--- src/rtl/serial_ripple_subtractor_pkg.sv ---
// Shared types and helpers for the bit-serial subtractor.
package serial_ripple_subtractor_pkg;

  typedef enum logic [1:0] {
    IDLE,
    RUN,
    DONE
  } state_t;

  localparam int DEFAULT_WIDTH = 4;

  // Bits needed to index 0..value-1; never less than one.
  function automatic int clog2(input int value);
    int bits;
    bits = 1;
    while ((1 << bits) < value) bits++;
    return bits;
  endfunction

endpackage

--- src/rtl/serial_ripple_subtractor_full_subtractor.sv ---
// Combinational 1-bit full subtractor slice: d = x - y - bin, with borrow out.
module full_subtractor
  import serial_ripple_subtractor_pkg::*;
(
  input  logic x,
  input  logic y,
  input  logic bin,
  output logic d,
  output logic bo
);

  assign d  = x ^ y ^ bin;
  assign bo = (~x & y) | (~(x ^ y) & bin);

endmodule

--- src/rtl/serial_ripple_subtractor.sv ---
// Bit-serial subtractor: diff = a - b, LSB first, one bit per clock via a single slice.
// Define SERIAL_SUB_OVF_EN to enable the signed overflow flag on ovf.
module serial_ripple_subtractor
  import serial_ripple_subtractor_pkg::*;
#(
  parameter int WIDTH = DEFAULT_WIDTH
) (
  input  logic             clk,
  input  logic             rst_n,
  input  logic             start,
  input  logic [WIDTH-1:0] a,
  input  logic [WIDTH-1:0] b,
  output logic [WIDTH-1:0] diff,
  output logic             bout,
  output logic             busy,
  output logic             done,
  output logic             ovf
);

  localparam int CW = clog2(WIDTH);
  localparam logic [CW-1:0] LAST = CW'(WIDTH - 1);

  state_t           state;
  logic [WIDTH-1:0] a_reg;
  logic [WIDTH-1:0] b_reg;
  logic [WIDTH-1:0] shift_reg;
  logic [CW-1:0]    count;
  logic             br;
  logic             d_bit;
  logic             bo_bit;
  logic [WIDTH-1:0] shifted;

  full_subtractor u_slice (
    .x   (a_reg[count]),
    .y   (b_reg[count]),
    .bin (br),
    .d   (d_bit),
    .bo  (bo_bit)
  );

  // New bits enter at the MSB, so after WIDTH shifts bit 0 lands in position 0.
  assign shifted = {d_bit, shift_reg[WIDTH-1:1]};

  always_ff @(posedge clk or negedge rst_n) begin
    if (!rst_n) begin
      state     <= IDLE;
      a_reg     <= '0;
      b_reg     <= '0;
      shift_reg <= '0;
      count     <= '0;
      br        <= 1'b0;
      diff      <= '0;
      bout      <= 1'b0;
      busy      <= 1'b0;
      done      <= 1'b0;
`ifdef SERIAL_SUB_OVF_EN
      ovf       <= 1'b0;
`endif
    end else begin
      unique case (state)
        IDLE: begin
          if (start) begin
            a_reg     <= a;
            b_reg     <= b;
            shift_reg <= '0;
            count     <= '0;
            br        <= 1'b0;
            busy      <= 1'b1;
            state     <= RUN;
          end
        end
        RUN: begin
          shift_reg <= shifted;
          br        <= bo_bit;
          count     <= count + CW'(1);
          // Visible outputs change only here, so partial results never leak out.
          if (count == LAST) begin
            diff  <= shifted;
            bout  <= bo_bit;
            busy  <= 1'b0;
            done  <= 1'b1;
            state <= DONE;
`ifdef SERIAL_SUB_OVF_EN
            ovf   <= (a_reg[WIDTH-1] != b_reg[WIDTH-1]) &
                     (shifted[WIDTH-1] != a_reg[WIDTH-1]);
`endif
          end
        end
        DONE: begin
          done  <= 1'b0;
          state <= IDLE;
        end
        default: state <= IDLE;
      endcase
    end
  end

`ifndef SERIAL_SUB_OVF_EN
  assign ovf = 1'b0;
`endif

endmodule

--- config.mk ---
export PLATFORM = sky130hd
export DESIGN_NAME = serial_ripple_subtractor
export DESIGN_NICKNAME = d
export VERILOG_FILES = /design/src/rtl/serial_ripple_subtractor_pkg.sv /design/src/rtl/serial_ripple_subtractor_full_subtractor.sv /design/src/rtl/serial_ripple_subtractor.sv
export SDC_FILE = /design/constraint.sdc
export NUM_CORES = 1
export LEC_CHECK = 0
export ABC_AREA = 1
export BUFFER_PORTS_ARGS = -buffer_cell sky130_fd_sc_hd__buf_4
export CAP_MARGIN = 20
export CORE_MARGIN = 2
export CORE_UTILIZATION = 56
export CTS_BUF_LIST = sky130_fd_sc_hd__clkbuf_2 sky130_fd_sc_hd__clkbuf_4 sky130_fd_sc_hd__clkbuf_8
export DETAILED_ROUTE_END_ITERATION = 8
export GPL_TIMING_DRIVEN = 0
export PLACE_DENSITY_LB_ADDON = 0.25
export SLEW_MARGIN = 20
export SYNTH_ARGS = -nofsm -noshare
export SYNTH_HDL_FRONTEND = slang
export SYNTH_SLANG_ARGS = --single-unit
--- constraint.sdc ---
create_clock -name clk -period 2.1 [get_ports clk]
set_clock_uncertainty 0.1 [all_clocks]
set_input_delay 0.105 -clock clk [delete_from_list [all_inputs] [get_ports clk]]
set_output_delay 0.105 -clock clk [all_outputs]
set_load 0.02 [all_outputs]
Yosys cells after proc, flatten, opt, wreduce, memory -nomap -nowiden
Cells that the tools add are included.
- add/subtract/negate cells: 1
- $lt $le $gt $ge: 1
- eq/ne operators: 5
- mux-type cells: 18
- bitwise gates (word level): 7
- reductions and logical operators: 9
- operator list (operator ; number):
    AND reduction 2 bit ; 5
    case mux 2 bit (2 select lines) ; 2
    case mux 4 bit (2 select lines) ; 1
    two-way mux 1 bit ; 6
    two-way mux 2 bit ; 3
    case mux 1 bit (2 select lines) ; 3
    binary-select mux 1 bit (select 2 bit) ; 2
    == test 2 bit (second input constant) ; 2
    two-way mux 4 bit ; 1
    inequality test 2 bit (second input constant) ; 2
    nonzero test 2 bit ; 2
    less-than comparator 2 x 3 -> 1 bit (second input constant) ; 1
    AND reduction 3 bit ; 1
    adder 2 x 1 -> 2 bit (second input constant) ; 1
    bitwise AND 1 bit ; 2
    == test 2 x 1 -> 1 bit (second input constant) ; 1
    logical NOT 2 bit ; 1
    inverter 1 bit ; 2
    XOR 1 bit ; 2
    bitwise OR 1 bit ; 1
- bits in registers: 24
- input bits: 11
- output and inout port bits: 8
- logic and storage cells: 51

Logic depth before layout (Yosys ltp)
- depth after elaboration: 7
- gate-level depth with buffers: 8
- mapped depth without buffers: 8

By module
From an unflattened synthesis, not the netlist that was laid out.
- cell total of the unflattened synthesis: 127
- area, all modules: 1031.0 µm²
- by module, submodules not included (module ; times used ; cells an instance ; area each (µm²) ; seq. area each (µm²)):
    serial_ripple_subtractor ; 1 ; 123 ; 999.7 ; 575.6
    full_subtractor ; 1 ; 4 ; 31.3 ; 0.0

Worst setup path before layout
No wires, ideal clock.
- path kind: flip-flop to flip-flop
- from: register count[0]
- to: register diff[3]
- library setup time: 118 ps
- arrival: 1354 ps
- required time: 1882 ps
- setup slack: 529 ps
- cell stages (with the launch flop): 9
- path buffers: 0
- period minus slack after synthesis: 1571 ps
- cell sequence: dfrtp_1 inv_1 nand2_1 nand3_1 nand2_1 fa_1 inv_1 nand3_1 nand2_1
- word-level cells in the longest chain between the ends: 4
- elaborated cells on any way between the ends: 8
- classes of those cells: 1 x eq/ne; 4 x mux; 2 x bitwise; 1 x reduce/logical
- RTL lines (element ; line ; RTL):
    from (decl) ; serial_ripple_subtractor.sv:27 ; logic [CW-1:0] count;
    from (signal assigned) ; serial_ripple_subtractor.sv:75 ; count <= count + CW'(1);
    binary-select mux 1 bit (select 2 bit) (on tied branches) ; serial_ripple_subtractor.sv:34, serial_ripple_subtractor.sv:35 ;
    two-way mux 1 bit (on tied branches) ; serial_ripple_subtractor.sv:34, serial_ripple_subtractor.sv:35 ;
    XOR 1 bit (2 in series) ; serial_ripple_subtractor_full_subtractor.sv:12 ; assign d = x ^ y ^ bin;
    to (signal assigned) ; serial_ripple_subtractor.sv:78 ; diff <= shifted;
    to (decl) ; serial_ripple_subtractor.sv:13 ; output logic [WIDTH-1:0] diff,
Several ways; a longest one is shown, not always the timed one. The select of a mux whose other input is x is not followed.
A chain may end at the register's enable or synchronous reset.

Worst setup path after layout
Same ends and word-level chain as after synthesis.

==> results.py <==
metrics = {
    "setup_path": {
        "worstPathRequired_ns": 2.20,
        "cp_common_cell": "nand2_1",
        "crit_fanout": 7,
        "cp_cell_sequence": "inv_1 > nand2_1 > nand3_1 > nand2_1 > fa_1 > inv_1 > nand3_1 > nand2_1",
        "endpoint": "diff[3]",
        "reg2reg_to": "diff[3]",
        "cp-end-kind": "register",
        "cpLargestDelayFamily": "adder cells",
        "crit_buf_inv": 2,
        "r2r_cells": 8,
        "crit_type": "register to register",
        "critPathLaunchType": "register",
        "reg2reg_setup_slack_ns": 0.38,
        "slowest_delay_ns": 0.50,
        "startpoint": "count[0]",
        "critical-path-slowest-cell": "fa_1",
        "crit_arrival_ns": 1.82,
        "timing.rr.start": "count[0]",
        "cp.depth": 8,
    },
    "cts": {
        "cts_setup_buffers": 0,
        "cts.sinks": 23,
        "clk_latency_ns": 0.31,
        "clockBufferDepth": 2,
        "h-tree-depth": 1,
        "clkSlewWorstSetupHoldPaths_ns": 0.13,
        "cts-resized-gates": 0,
        "cts-buffers-inserted": 3,
        "cts-root-buf": "clkbuf_4",
        "cts_tree": "built",
        "hold_buffers": 9,
    },
    "yosys": {
        "ys_types": 18,
        "yosysTopAreaCellShare_pct": 55.0,
        "netlist_instances": 121,
        "synth_flop_cell": "dfrtp_1",
        "synth_top_area_cell": "dfrtp_1",
        "synth.area.top_cells": "dfrtp_1 55%, nand2_1 18%, nand3_1 9.1%, inv_1 2.5%, nand4_1 2.4%",
        "synth.most_common_cell": "nand2_1",
        "ys_seq_elements": 23,
        "synth.net_count": 134,
        "ys_async_sr_fraction_pct": 100,
        "netlist_top_cells_count": "51 x nand2_1, 23 x dfrtp_1, 19 x nand3_1, 7 x inv_1, 4 x nand4_1",
        "syn_avg_cell_area_sq_um": 8.64,
        "yosysSeqAreaShare_pct": 55.0,
        "synth_area_sq_um": 1050,
        "synth_edf_count": 0,
        "yosys_warnings": 0,
    },
    "global_route": {
        "grt_max_degree": 24,
        "grtUsageTotal_pct": 21.4,
        "grt.overflow.total": 0,
        "grt_pass1_wl_um": 3320,
        "antenna_found_initial": 0,
        "grt_pass1_vias": 789,
    },
    "power": {
        "peakVddDrop_mv": 0.749,
        "finalPower_mw": 1.89,
        "powerDensity_nw_per_um2": 1440,
        "p_leak_nw": 0.725,
    },
    "routing": {
        "via_per_inst": 5.06,
        "ant_nets": 0,
        "route.detailed.wl_per_inst_um": 11.7,
        "vias": 886,
        "drtPass1Iterations": 4,
        "drc": 0,
        "wl_um": 2050,
        "drt-initial-drc-count": 25,
    },
    "status": {
        "status": "completed",
    },
    "floorplanning": {
        "coreArea_sq_um": 1750,
        "fp-row-count": 15,
        "initial_core_util_pct": 59.9,
        "die_area_sq_um": 2230,
        "die_h_um": 47.2,
        "die_w_um": 47.2,
        "top_level_ports": 19,
    },
    "sta": {
        "setup_viol": 0,
        "clock.fmax_ghz": 0.582,
        "finalMaxSlewViolations": 0,
        "setup_slack_ns": 0.383,
        "rsz0062_at_grt": "false",
        "tns_ns": 0,
        "post-route-period-util_pct": 81.8,
        "hold_viol": 0,
        "period_minus_slack_ns": 1.72,
    },
    "final_layout": {
        "drive_above_1_share_pct": 21.3,
        "final_util_pct": 75.5,
        "fin_nets": 164,
        "fin_area_sq_um": 1320,
        "antennaDiodeCount": 0,
        "syn_to_final_growth_pct": 26.0,
    },
    "worst_hold_path": {
        "hp-class": "primary input to register",
        "worstHoldStart": "start",
    },
    "placed_design": {
        "hpwlAfterDp_um": 1420,
        "place_congestion": 0.815,
        "pre_cts_ws_ns": 0.402,
        "placed_area_sq_um": 1200,
        "port_buffers": 16,
    },
    "run": {
        "maxCapViolCount": 0,
    },
}
[per-layer routing]
| layer | share of wire, % | wire length [um] | up-vias | track usage, % |
|---|---|---|---|---|
| li1 | - | - | 443 | - |
| met1 | 45 | 916 | 412 | 27.5 |
| met2 | 50 | 1020 | 27 | 35.9 |
| met3 | 4.1 | 83 | 4 | 3.85 |
| met4 | 1.7 | 34 | 0 | 7.78 |
| met5 | 0 | 0 | - | 0 |
[cell families (layout without fill, tap and decap cells)]
family | Yosys count | in the layout | synth area share, %
simple gates | 80 | 80 | 34.7
flops | 23 | 23 | 55.0
other cells | 1 | 1 | 0.359
buf+inv | 13 | 42 | 5.86
compound gates | 2 | 2 | 0.957
fa+ha+maj | 2 | 2 | 3.11
[power breakdown]
part	switching, mW	leakage (nW)	internal [mW]
Sequential	0.140	0.285	0.647
Clock	0.127	0.0184	0.0871
Combinational	0.548	0.421	0.345
[through the flow]
| stage | instances | hold WS (ns) |
|---|---|---|
| 2_1_floorplan | 121 | -0.291 |
| 3_3_place_gp | 162 | -0.0927 |
| 3_5_place_dp | 162 | -0.0872 |
| 4_1_cts | 175 | 0.0491 |
| 5_1_grt | 175 | 0.0560 |
| 6_report | 175 | 0.0481 |
[cell type report]
class | count | area [sq um]
fillers | 136 | 428
clock buffers | 4 | 30.0
well taps | 25 | 31.3
multi-input cells | 85 | 409
repair buffers | 25 | 210
plain buffers | 3 | 23.8
flip-flops and latches | 23 | 576
inverters | 10 | 37.5
[layout by cell type, fill, tap and decap left out]
cell type / count
nand2_2: 2
nand2_4: 1
ha_1: 1
buf_4: 17
nor2_4: 1
inv_2: 3
fa_1: 1
buf_2: 1
conb_1: 1
o21ai_1: 2
nand2_1: 51
inv_1: 7
clkbuf_4: 4
dfrtp_1: 23
nand3_1: 19
nand4_1: 4
nor2_2: 1
nand3_2: 1
dlygate4sd3_1: 9
buf_6: 1
[worst min-delay path by stage]
stage	slack [ns]	cells after the start	end
6_report	0.05	3	a_reg[0]
5_1_grt	0.06	3	b_reg[0]
4_1_cts	0.05	3	a_reg[0]
3_5_place_dp	-0.09	1	b_reg[3]
3_3_place_gp	-0.09	1	b_reg[3]
2_1_floorplan	-0.29	0	a_reg[0]
[worst reg2reg max path, cell delays in order, from the launching register on]
cell	delay (ns)
dfrtp_1	0.47
inv_1	0.16
nand2_1	0.06
nand3_1	0.06
nand2_1	0.08
fa_1	0.50
inv_1	0.05
nand3_1	0.07
nand2_1	0.06
Note: power is estimated with default switching activity, not from simulation.
